<file path="src/rtl/id_inst_queue_if.sv">
// ---------------------------------------------------------------------------
// id_inst_queue_if
// Bundles the IF-side push handshake, the ID/EXE-side pop handshake, the
// redirect strobe and the queue status so the decode queue and its
// neighbours connect through a single port.
//   IF_to_ID_valid  IF offers an entry                  (master -> slave)
//   IF_to_ID_bus    offered {PC_plus_4, inst}            (master -> slave)
//   ID_allow_in     queue can accept                     (slave -> master)
//   ST_ready        hazard unit lets the head leave      (master -> slave)
//   EXE_allow_in    EXE accepts                          (master -> slave)
//   ID_to_EXE_valid head entry valid and ready           (slave -> master)
//   head_bus        oldest entry, 0 when empty           (slave -> master)
//   br_redirect     head is a taken branch/jump          (master -> slave)
//   occupancy       stored entry count                   (slave -> master)
// ---------------------------------------------------------------------------
interface id_inst_queue_if #(
  parameter int DEPTH   = 4,
  parameter int DATA_WD = 64
);
  localparam int OCC_W = $clog2(DEPTH + 1);

  logic               IF_to_ID_valid;
  logic [DATA_WD-1:0] IF_to_ID_bus;
  logic               ID_allow_in;
  logic               ST_ready;
  logic               EXE_allow_in;
  logic               ID_to_EXE_valid;
  logic [DATA_WD-1:0] head_bus;
  logic               br_redirect;
  logic [OCC_W-1:0]   occupancy;

  modport master (
    output IF_to_ID_valid, IF_to_ID_bus, ST_ready, EXE_allow_in, br_redirect,
    input  ID_allow_in, ID_to_EXE_valid, head_bus, occupancy
  );

  modport slave (
    input  IF_to_ID_valid, IF_to_ID_bus, ST_ready, EXE_allow_in, br_redirect,
    output ID_allow_in, ID_to_EXE_valid, head_bus, occupancy
  );
endinterface

</file>
<file path="src/rtl/id_inst_queue.sv">
// ---------------------------------------------------------------------------
// id_inst_queue
// Decoupling queue between instruction fetch and decode. Holds up to DEPTH
// fetched {PC_plus_4, inst} entries so fetch continues while decode stalls.
// A taken branch leaving the head (br_redirect qualified by pop) flushes the
// wrong path, optionally keeping the MIPS delay-slot instruction, and can
// discard SKIP_INFL further wrong-path fetches that were already in flight.
// Ports:
//   clk    rising-edge clock
//   reset  asynchronous, active-low
//   q      id_inst_queue_if.slave (push/pop handshakes, head, occupancy)
// ---------------------------------------------------------------------------
module id_inst_queue #(
  parameter int DEPTH      = 4,
  parameter int DATA_WD    = 64,
  parameter int DELAY_SLOT = 1,
  parameter int SKIP_INFL  = 0
) (
  input  logic           clk,
  input  logic           reset,
  id_inst_queue_if.slave q
);
  localparam int PTR_W = $clog2(DEPTH);
  localparam int OCC_W = $clog2(DEPTH + 1);
  localparam logic [1:0] SKIP_INIT = 2'(SKIP_INFL);

  logic [DATA_WD-1:0] mem_r [DEPTH];
  logic [PTR_W-1:0]   rd_ptr_r, wr_ptr_r;
  logic [OCC_W-1:0]   occ_r;
  logic [1:0]         skip_cnt_r;
  logic               ds_wait_r;

  logic [PTR_W-1:0]   rd_ptr_nxt_s, wr_ptr_nxt_s;
  logic [OCC_W-1:0]   occ_nxt_s;
  logic [1:0]         skip_nxt_s;
  logic               ds_wait_nxt_s;
  logic               wr_en_s;
  logic               push_s, pop_s, redirect_s, not_empty_s;

  // Handshakes: allow_in looks only at stored state, so EXE_allow_in never
  // reaches the IF side combinationally.
  assign not_empty_s       = (occ_r != {OCC_W{1'b0}});
  assign q.ID_allow_in     = (occ_r != OCC_W'(DEPTH));
  assign q.ID_to_EXE_valid = not_empty_s & q.ST_ready;
  assign q.head_bus        = not_empty_s ? mem_r[rd_ptr_r] : {DATA_WD{1'b0}};
  assign q.occupancy       = occ_r;

  assign push_s     = q.IF_to_ID_valid & q.ID_allow_in;
  assign pop_s      = q.ID_to_EXE_valid & q.EXE_allow_in;
  assign redirect_s = pop_s & q.br_redirect;

  // Next-state: redirect handling takes priority over skip/delay-slot state.
  always_comb begin
    rd_ptr_nxt_s  = rd_ptr_r;
    wr_ptr_nxt_s  = wr_ptr_r;
    occ_nxt_s     = occ_r;
    skip_nxt_s    = skip_cnt_r;
    ds_wait_nxt_s = ds_wait_r;
    wr_en_s       = 1'b0;
    if (redirect_s) begin
      ds_wait_nxt_s = 1'b0;
      skip_nxt_s    = SKIP_INIT;
      if (DELAY_SLOT != 0) begin
        if (occ_r >= OCC_W'(2)) begin
          // Delay slot already stored behind the branch: it becomes the only entry.
          rd_ptr_nxt_s = rd_ptr_r + PTR_W'(1);
          wr_ptr_nxt_s = rd_ptr_r + PTR_W'(2);
          occ_nxt_s    = OCC_W'(1);
        end else if (push_s) begin
          // The delay slot arrives in the same cycle the branch leaves.
          wr_en_s      = 1'b1;
          rd_ptr_nxt_s = rd_ptr_r + PTR_W'(1);
          wr_ptr_nxt_s = wr_ptr_r + PTR_W'(1);
          occ_nxt_s    = OCC_W'(1);
        end else begin
          // Delay slot not fetched yet: wait for it before skipping.
          rd_ptr_nxt_s  = rd_ptr_r + PTR_W'(1);
          occ_nxt_s     = {OCC_W{1'b0}};
          ds_wait_nxt_s = 1'b1;
          skip_nxt_s    = 2'd0;
        end
      end else begin
        rd_ptr_nxt_s = wr_ptr_r;
        occ_nxt_s    = {OCC_W{1'b0}};
      end
    end else begin
      if (push_s && (skip_cnt_r != 2'd0)) begin
        // Accepted but discarded wrong-path fetch.
        skip_nxt_s = skip_cnt_r - 2'd1;
      end else if (push_s) begin
        wr_en_s      = 1'b1;
        wr_ptr_nxt_s = wr_ptr_r + PTR_W'(1);
        if (ds_wait_r) begin
          ds_wait_nxt_s = 1'b0;
          skip_nxt_s    = SKIP_INIT;
        end else begin
          ds_wait_nxt_s = ds_wait_r;
        end
      end else begin
        wr_en_s = 1'b0;
      end
      if (pop_s) begin
        rd_ptr_nxt_s = rd_ptr_r + PTR_W'(1);
      end else begin
        rd_ptr_nxt_s = rd_ptr_r;
      end
      occ_nxt_s = occ_r + OCC_W'(wr_en_s) - OCC_W'(pop_s);
    end
  end

  // Control state registers with asynchronous reset.
  always_ff @(posedge clk or negedge reset) begin
    if (!reset) begin
      rd_ptr_r   <= {PTR_W{1'b0}};
      wr_ptr_r   <= {PTR_W{1'b0}};
      occ_r      <= {OCC_W{1'b0}};
      skip_cnt_r <= 2'd0;
      ds_wait_r  <= 1'b0;
    end else begin
      rd_ptr_r   <= rd_ptr_nxt_s;
      wr_ptr_r   <= wr_ptr_nxt_s;
      occ_r      <= occ_nxt_s;
      skip_cnt_r <= skip_nxt_s;
      ds_wait_r  <= ds_wait_nxt_s;
    end
  end

  // Entry storage; contents are don't-care while occupancy masks them.
  always_ff @(posedge clk) begin
    if (wr_en_s) begin
      mem_r[wr_ptr_r] <= q.IF_to_ID_bus;
    end
  end
endmodule

</file>
<file path="src/flat_wrapper.sv">
// flat-port wrapper written by rule: the top's interface ports become plain ports
module id_inst_queue_flat 
#(
  parameter int DEPTH      = 4,
  parameter int DATA_WD    = 64,
  parameter int DELAY_SLOT = 1,
  parameter int SKIP_INFL  = 0
)
  (clk, reset, q_IF_to_ID_valid, q_IF_to_ID_bus, q_ST_ready, q_EXE_allow_in, q_br_redirect, q_ID_allow_in, q_ID_to_EXE_valid, q_head_bus, q_occupancy);
  id_inst_queue_if #(.DEPTH(DEPTH), .DATA_WD(DATA_WD)) q_i ();
  input  logic clk;
  input  logic reset;
  input wire logic [$bits(q_i.IF_to_ID_valid)-1:0] q_IF_to_ID_valid;
  input wire logic [$bits(q_i.IF_to_ID_bus)-1:0] q_IF_to_ID_bus;
  input wire logic [$bits(q_i.ST_ready)-1:0] q_ST_ready;
  input wire logic [$bits(q_i.EXE_allow_in)-1:0] q_EXE_allow_in;
  input wire logic [$bits(q_i.br_redirect)-1:0] q_br_redirect;
  output wire logic [$bits(q_i.ID_allow_in)-1:0] q_ID_allow_in;
  output wire logic [$bits(q_i.ID_to_EXE_valid)-1:0] q_ID_to_EXE_valid;
  output wire logic [$bits(q_i.head_bus)-1:0] q_head_bus;
  output wire logic [$bits(q_i.occupancy)-1:0] q_occupancy;
  assign q_i.IF_to_ID_valid = q_IF_to_ID_valid;
  assign q_i.IF_to_ID_bus = q_IF_to_ID_bus;
  assign q_i.ST_ready = q_ST_ready;
  assign q_i.EXE_allow_in = q_EXE_allow_in;
  assign q_i.br_redirect = q_br_redirect;
  assign q_ID_allow_in = q_i.ID_allow_in;
  assign q_ID_to_EXE_valid = q_i.ID_to_EXE_valid;
  assign q_head_bus = q_i.head_bus;
  assign q_occupancy = q_i.occupancy;
  id_inst_queue #(.DEPTH(DEPTH), .DATA_WD(DATA_WD), .DELAY_SLOT(DELAY_SLOT), .SKIP_INFL(SKIP_INFL)) u_core (.clk(clk), .reset(reset), .q(q_i));
endmodule
</file>
<file path="config.mk">
export PLATFORM = sky130hd
export DESIGN_NAME = id_inst_queue_flat
export DESIGN_NICKNAME = d
export VERILOG_FILES = /design/src/rtl/id_inst_queue_if.sv /design/src/rtl/id_inst_queue.sv /design/src/flat_wrapper.sv
export SDC_FILE = /design/constraint.sdc
export NUM_CORES = 1
export LEC_CHECK = 0
export ABC_AREA = 1
export BUFFER_PORTS_ARGS = -buffer_cell sky130_fd_sc_hd__buf_2
export CELL_PAD_IN_SITES_DETAIL_PLACEMENT = 2
export CELL_PAD_IN_SITES_GLOBAL_PLACEMENT = 2
export CORE_MARGIN = 4
export CORE_UTILIZATION = 39
export CTS_CLUSTER_DIAMETER = 100
export DETAILED_ROUTE_END_ITERATION = 10
export HOLD_SLACK_MARGIN = 0.05
export MAX_ROUTING_LAYER = met4
export PLACE_DENSITY = 0.81
export SYNTH_ARGS = -nofsm -noshare
export SYNTH_HDL_FRONTEND = slang
export SYNTH_SLANG_ARGS = --single-unit
</file>
<file path="constraint.sdc">
create_clock -name clk -period 5.75 [get_ports clk]
set_clock_uncertainty 0.1 [all_clocks]
set_input_delay 0.575 -clock clk [delete_from_list [all_inputs] [get_ports clk]]
set_output_delay 0.575 -clock clk [all_outputs]
set_load 0.01 [all_outputs]
</file>
**Yosys cells after proc, flatten, opt, wreduce, memory -nomap -nowiden**

Memory sizes are Yosys's and may differ from the RTL's.
Index checks and enable logic that the tools add are counted.

- Logic and storage cells: 54
- Bits of input ports: 70
- RAM bits: 256
- Memories kept: 1
- Register bits: 10

Memory list:

| memory | words | bits a word | rd ports | clocked after memory_dff | write ports | line | text |
|---|---|---|---|---|---|---|---|
| u_core.mem_r | 4 | 64 | 1 | 0 | 1 | id_inst_queue.sv:27 | `logic [DATA_WD-1:0] mem_r [DEPTH];` |

- $lt $le $gt $ge: 1
- Mux-type cells: 26
- Bitwise operators: 4
- Reductions and logical operators: 9
- Add/subtract/negate cells: 6
- Eq/ne operators: 2

Operators with widths:

| operator | number |
|---|---|
| two-way mux 64 bit | 1 |
| two-way mux 2 bit | 10 |
| two-way mux 1 bit | 13 |
| nonzero test 3 bit | 3 |
| two-way mux 3 bit | 2 |
| nonzero test 2 bit | 3 |
| adder 2 x 1 -> 2 bit, second input constant | 2 |
| AND 1 bit | 4 |
| AND reduction 2 bit | 2 |
| adder 3 x 1 -> 3 bit | 1 |
| >= comparator 3 x 2 -> 1 bit, second input constant | 1 |
| != test 3 bit, second input constant | 1 |
| subtractor 3 x 1 -> 3 bit | 1 |
| adder 2 bit, second input constant | 1 |
| != test 2 x 1 -> 1 bit, second input constant | 1 |
| subtractor 2 x 1 -> 2 bit, second input constant | 1 |
| logical AND 1 bit | 1 |

**Longest topological paths before layout**

- Word-level depth: 8
- Depth in mapped cells: 12

**Least setup slack after synthesis**

No wires, ideal clock.

- Path type: register -> register
- From: register u_core.occ_r[1] (netlist: u_core.q.occupancy[1])
- To: memory u_core.mem_r[0][0] (enable)
- Path buffers: 0
- Slack: 1.425 ns
- Library setup time: 0.486 ns
- Clock period less this slack: 4.325 ns
- Stages on the path, launching flop included: 9
- Arrival: 3.738 ns
- Cells stage by stage: dfrtp_1 > nor2_1 > nand2_1 > nand3_4 > inv_2 > nand2_4 > nand2_1 > nand3_2 > nor2_1

- Longest elaborated chain between the ends: 8
- Elaborated cells between the ends (all ways): 15
- Those cells by class: order compare: 1; eq/ne: 1; mux: 7; bitwise: 4; reduce/logical: 2

RTL lines:

| what | line | text |
|---|---|---|
| start: declaration | id_inst_queue.sv:29 | `logic [OCC_W-1:0] occ_r;` |
| start signal: assignment | id_inst_queue.sv:116 | `occ_r <= {OCC_W{1'b0}};` |
| start signal: assignment | id_inst_queue.sv:122 | `occ_r <= occ_nxt_s;` |
| != test 3 bit | id_inst_queue.sv:43 | `assign q.ID_allow_in = (occ_r != OCC_W'(DEPTH));` |
| AND 1 bit | id_inst_queue.sv:48 | `assign push_s = q.IF_to_ID_valid & q.ID_allow_in;` |
| two-way mux 1 bit / logical AND 1 bit (equally long branches) | id_inst_queue.sv:69, id_inst_queue.sv:90, id_inst_queue.sv:87 |  |
| two-way mux 1 bit | id_inst_queue.sv:87 | `if (push_s && (skip_cnt_r != 2'd0)) begin` |
| two-way mux 1 bit | id_inst_queue.sv:60 | `if (redirect_s) begin` |
| two-way mux 1 bit * | id_inst_queue.sv:60 |  |
| two-way mux 1 bit * | id_inst_queue.sv:130 | `if (wr_en_s) begin` |
| two-way mux 1 bit (not written as such) * | id_inst_queue.sv:131 | `mem_r[wr_ptr_r] <= q.IF_to_ID_bus;` |
| end: declaration | id_inst_queue.sv:27 |  |

Every way passes the cells marked *; elsewhere a longest branch is shown, timed or not. The select of a mux whose other input is x is not followed.

**Final worst setup path**

- From: register u_core.rd_ptr_r[0]
- To: output port q_head_bus[39]

- Longest elaborated chain between the ends: 2

RTL lines:

| what | line | text |
|---|---|---|
| start: declaration | id_inst_queue.sv:28 | `logic [PTR_W-1:0] rd_ptr_r, wr_ptr_r;` |
| start signal: assignment | id_inst_queue.sv:114 | `rd_ptr_r <= {PTR_W{1'b0}};` |
| start signal: assignment | id_inst_queue.sv:120 | `rd_ptr_r <= rd_ptr_nxt_s;` |
| memory read (4 x 64 bit) | n/a |  |
| two-way mux 64 bit | id_inst_queue.sv:45 | `assign q.head_bus = not_empty_s ? mem_r[rd_ptr_r] : {DATA_WD{1'b0}};` |
| end: declaration | flat_wrapper.sv:20 | `output wire logic [$bits(q_i.head_bus)-1:0] q_head_bus;` |

Every way passes these cells.

==> summary.txt <==
sequential element share of the synthesized area - 74.6%
part of the power in the clock network - 23.8%
hold_ws - 0.160 ns
max-cap violations - 0
latest clock arrival within the worst-skew pair - 0.52 ns
Final period util - 67.5%
GPL Wtd Cong - 0.711
initial DRC count - 531
global-route wire length before repair - 45.3 mm
initial core utilization - 39.6%
Avg WL per Cell - 21.8 um
placed instance area - 0.0116 sq mm
CTS tree - done
startpoint types - register
Warnings, synthesis - 0
Ports - 139
mapped cell area - 0.0106 sq mm
Flop pwr share - 39.6%
FILL cells - 2,699
sw power - 2.66 mW
ANT nets after route - 0
CP max FO - 82
Layout Nets - 1,057
CTS root buffer - clkbuf_16
Hold Path Class - in -> reg
drt pass-1 iters - 4
Area growth syn-to-layout - 16.8%
Crit path required time - 5.08 ns
Highest Signal Layer - met4
antenna violations before repair - 7
Sw Ratio - 38.3%
Core ar. - 0.0269 sq mm
layout cells sized above 1 - 20.4%
placed insts - 1,288
final non-filler cell total - 1,345
final instance area - 0.0124 sq mm
Gates resized, CTS repair - 0
die area - 0.0300 sq mm
Slew @ Worst Pin - 0.973 ns
Synthesized Nets - 926
CTS max path bufs - 3
Logic pwr share - 36.7%
M1 wire length - 11.8 mm
hpwl dp - 17.2 mm
CTS H-Tree Depth - 1
PwrDens - 560 mW/mm^2
LEAKAGE - 4.50 nW
Syn Area/Cell - 12.6 sq um
vias post-DR - 7,028
GRT Util Overall - 19.6%
number of global-route vias before repair - 8,075
flops & latches, synth - 266
DRC viols - 0
RSZ-0062 raised after global routing - no
Die Ht - 173 um
Worst Path Arrival - 3.21 ns
Clock Pin Slew Worst Setup and Hold Paths - 0.06 ns
TritonCTS Buffers - 28
P_int - 4.30 mW
FMAX - 258 MHz
WL final - 29.3 mm
post-layout min period - 3.88 ns
relative slew slack - 35.1%
FP Rows - 60
Mapped Cells - 847
largest net degree at the start of global routing - 83
Worst Setup End Kind - output pin
grt ovf - 0
status - completed
Sinks on Clock Net - 266
Yosys cell types - 26
met3 routed WL - 1.05 mm
Final Max Slew Viols - 0
setup TNS - 0 ns
Chip Width - 173 um
Max IR drop VDD - 0.000304 V
PortBufs - 138
Final setup viols - 0
Via density - 5.23
endpoints failing hold - 0
Critical Setup Path Class - reg -> out
WL met2 - 15.8 mm
-- worst max-delay path, stage by stage, from the launching register on --
cell,delay [ns]
dfrtp_4,1.00
buf_4,0.62
nor2_1,0.11
nor2_1,0.16
o21ai_0,0.17
a21oi_1,0.30
buf_2,0.19
-- what timing repair did --
| item | CTS | global route |
|---|---|---|
| setup buffers | 0 | 0 |
| hold endpoints to repair | 10 | 0 |
| hold buffers | 1 | 0 |
-- per-stage QoR --
step | util (%) | setup slack [ns] | total power [mW]
detailed placement | 43.1 | 2.49 | 5.36
floorplan | - | 1.43 | 4.36
finish | 46.3 | 1.87 | 6.96
global placement | 43.1 | 2.58 | 5.23
global route | 46.3 | 1.63 | 7.44
CTS | 46.2 | 1.80 | 7.08
-- power groups by stage --
| stage | logic, mW | registers, mW | clock network [mW] |
|---|---|---|---|
| final | 2.55 | 2.75 | 1.65 |
| after global routing | 2.86 | 2.79 | 1.79 |
| after CTS | 2.62 | 2.76 | 1.70 |
| after detailed placement | 2.57 | 2.80 | 0 |
| after global placement | 2.47 | 2.76 | 0 |
| after floorplan | 1.67 | 2.69 | 0 |
-- layout by cell type (no fill, tap or decap), types with 5 or more instances in the layout --
cell and instances:
clkinv_1 8, clkinv_2 9, nand3_1 10, ha_1 8, clkbuf_16 29, buf_4 10, a21oi_1 64, o21ai_0 130
buf_2 138, nand2_1 18, diode_2 7, inv_1 20, edfxtp_1 256, nor2_4 5, dfrtp_1 8, nor2_1 261
-- layout make-up --
class                   count  area (sq um)  share of cell area [%]
flip-flops and latches    266          7940                    63.9
multi-input cells         509          2340                    18.9
repair buffers            149           776                    6.24
clock buffers              32           737                    5.93
well taps                 341           427                    3.43
clock inverters            17           100                   0.805
inverters                  24          91.3                   0.734
diodes                      7          17.5                   0.141
-- flip-flops by register name, indices dropped and copies added (netlist names) --
| signal | cells |
|---|---|
| u_core.wr_ptr_r | 2 |
| u_core.q.occupancy | 3 |
| u_core.ds_wait_r | 1 |
| u_core.skip_cnt_r | 2 |
| u_core.rd_ptr_r | 2 |
| u_core.mem_r | 256 |
-- cells by family after synthesis --
group / share of synthesized area [%]
DFF: 74.6
buffers and inverters: 3.70
xor gates and xnor gates: 0.247
and+or+nand+nor: 11.1
adders and majority gates: 1.13
AOI/OAI and AO/OA: 9.27
-- layer usage --
| metal | up-vias | GRT usage [%] |
|---|---|---|
| met5 | - | - |
| met1 | 3607 | 22.5 |
| met3 | 43 | 3.18 |
| met2 | 129 | 35.9 |
| li1 | 3249 | - |
| met4 | 0 | 5.02 |
-- final timing paths --
path,start,endpoint,slack (ns),cells past startpoint
setup reg to reg,u_core.q.occupancy[1]$_DFF_PN0_,u_core.mem_r[1][33]$_DFFE_PP_,2.56,9
max in group asynchronous,reset,u_core.rd_ptr_r[0]$_DFFE_PN0P_,4.96,2
setup / recovery,u_core.rd_ptr_r[0]$_DFFE_PN0P_,q_head_bus[39],1.87,6
min in group asynchronous,reset,u_core.q.occupancy[2]$_DFF_PN0_,0.36,2
hold reg to reg,u_core.skip_cnt_r[0]$_DFFE_PN0P_,u_core.skip_cnt_r[0]$_DFFE_PN0P_,0.43,1
hold / removal,q_IF_to_ID_bus[17],u_core.mem_r[1][17]$_DFFE_PP_,0.16,1
-- Yosys cell counts --
| library cell | n | share of area, % |
|---|---|---|
| nor2_1 | 265 | 9.3 |
| edfxtp_1 | 256 | 72 |
| o21ai_0 | 130 | 6.1 |
| a21oi_1 | 64 | 3.0 |
| inv_1 | 21 | 0.74 |
| nand2_1 | 18 | 0.63 |
| clkbuf_1 | 17 | 0.60 |
| buf_2 | 13 | 0.61 |
| buf_6 | 13 | 1.4 |
| dfrtp_1 | 10 | 2.4 |
| nand3_1 | 10 | 0.47 |
| ha_1 | 8 | 0.94 |
| inv_2 | 3 | 0.11 |
| xor2_1 | 3 | 0.25 |
| buf_4 | 2 | 0.14 |
| clkbuf_2 | 2 | 0.094 |
| nand2_2 | 2 | 0.12 |
| o21ai_1 | 2 | 0.094 |
| buf_1 | 1 | 0.035 |
| fa_1 | 1 | 0.19 |
| nand2_4 | 1 | 0.11 |
| nand3_2 | 1 | 0.094 |
| nand3_4 | 1 | 0.16 |
| nor2_4 | 1 | 0.11 |
| o22ai_1 | 1 | 0.059 |
| or2_2 | 1 | 0.059 |
Power figures use the tool's default switching activity.
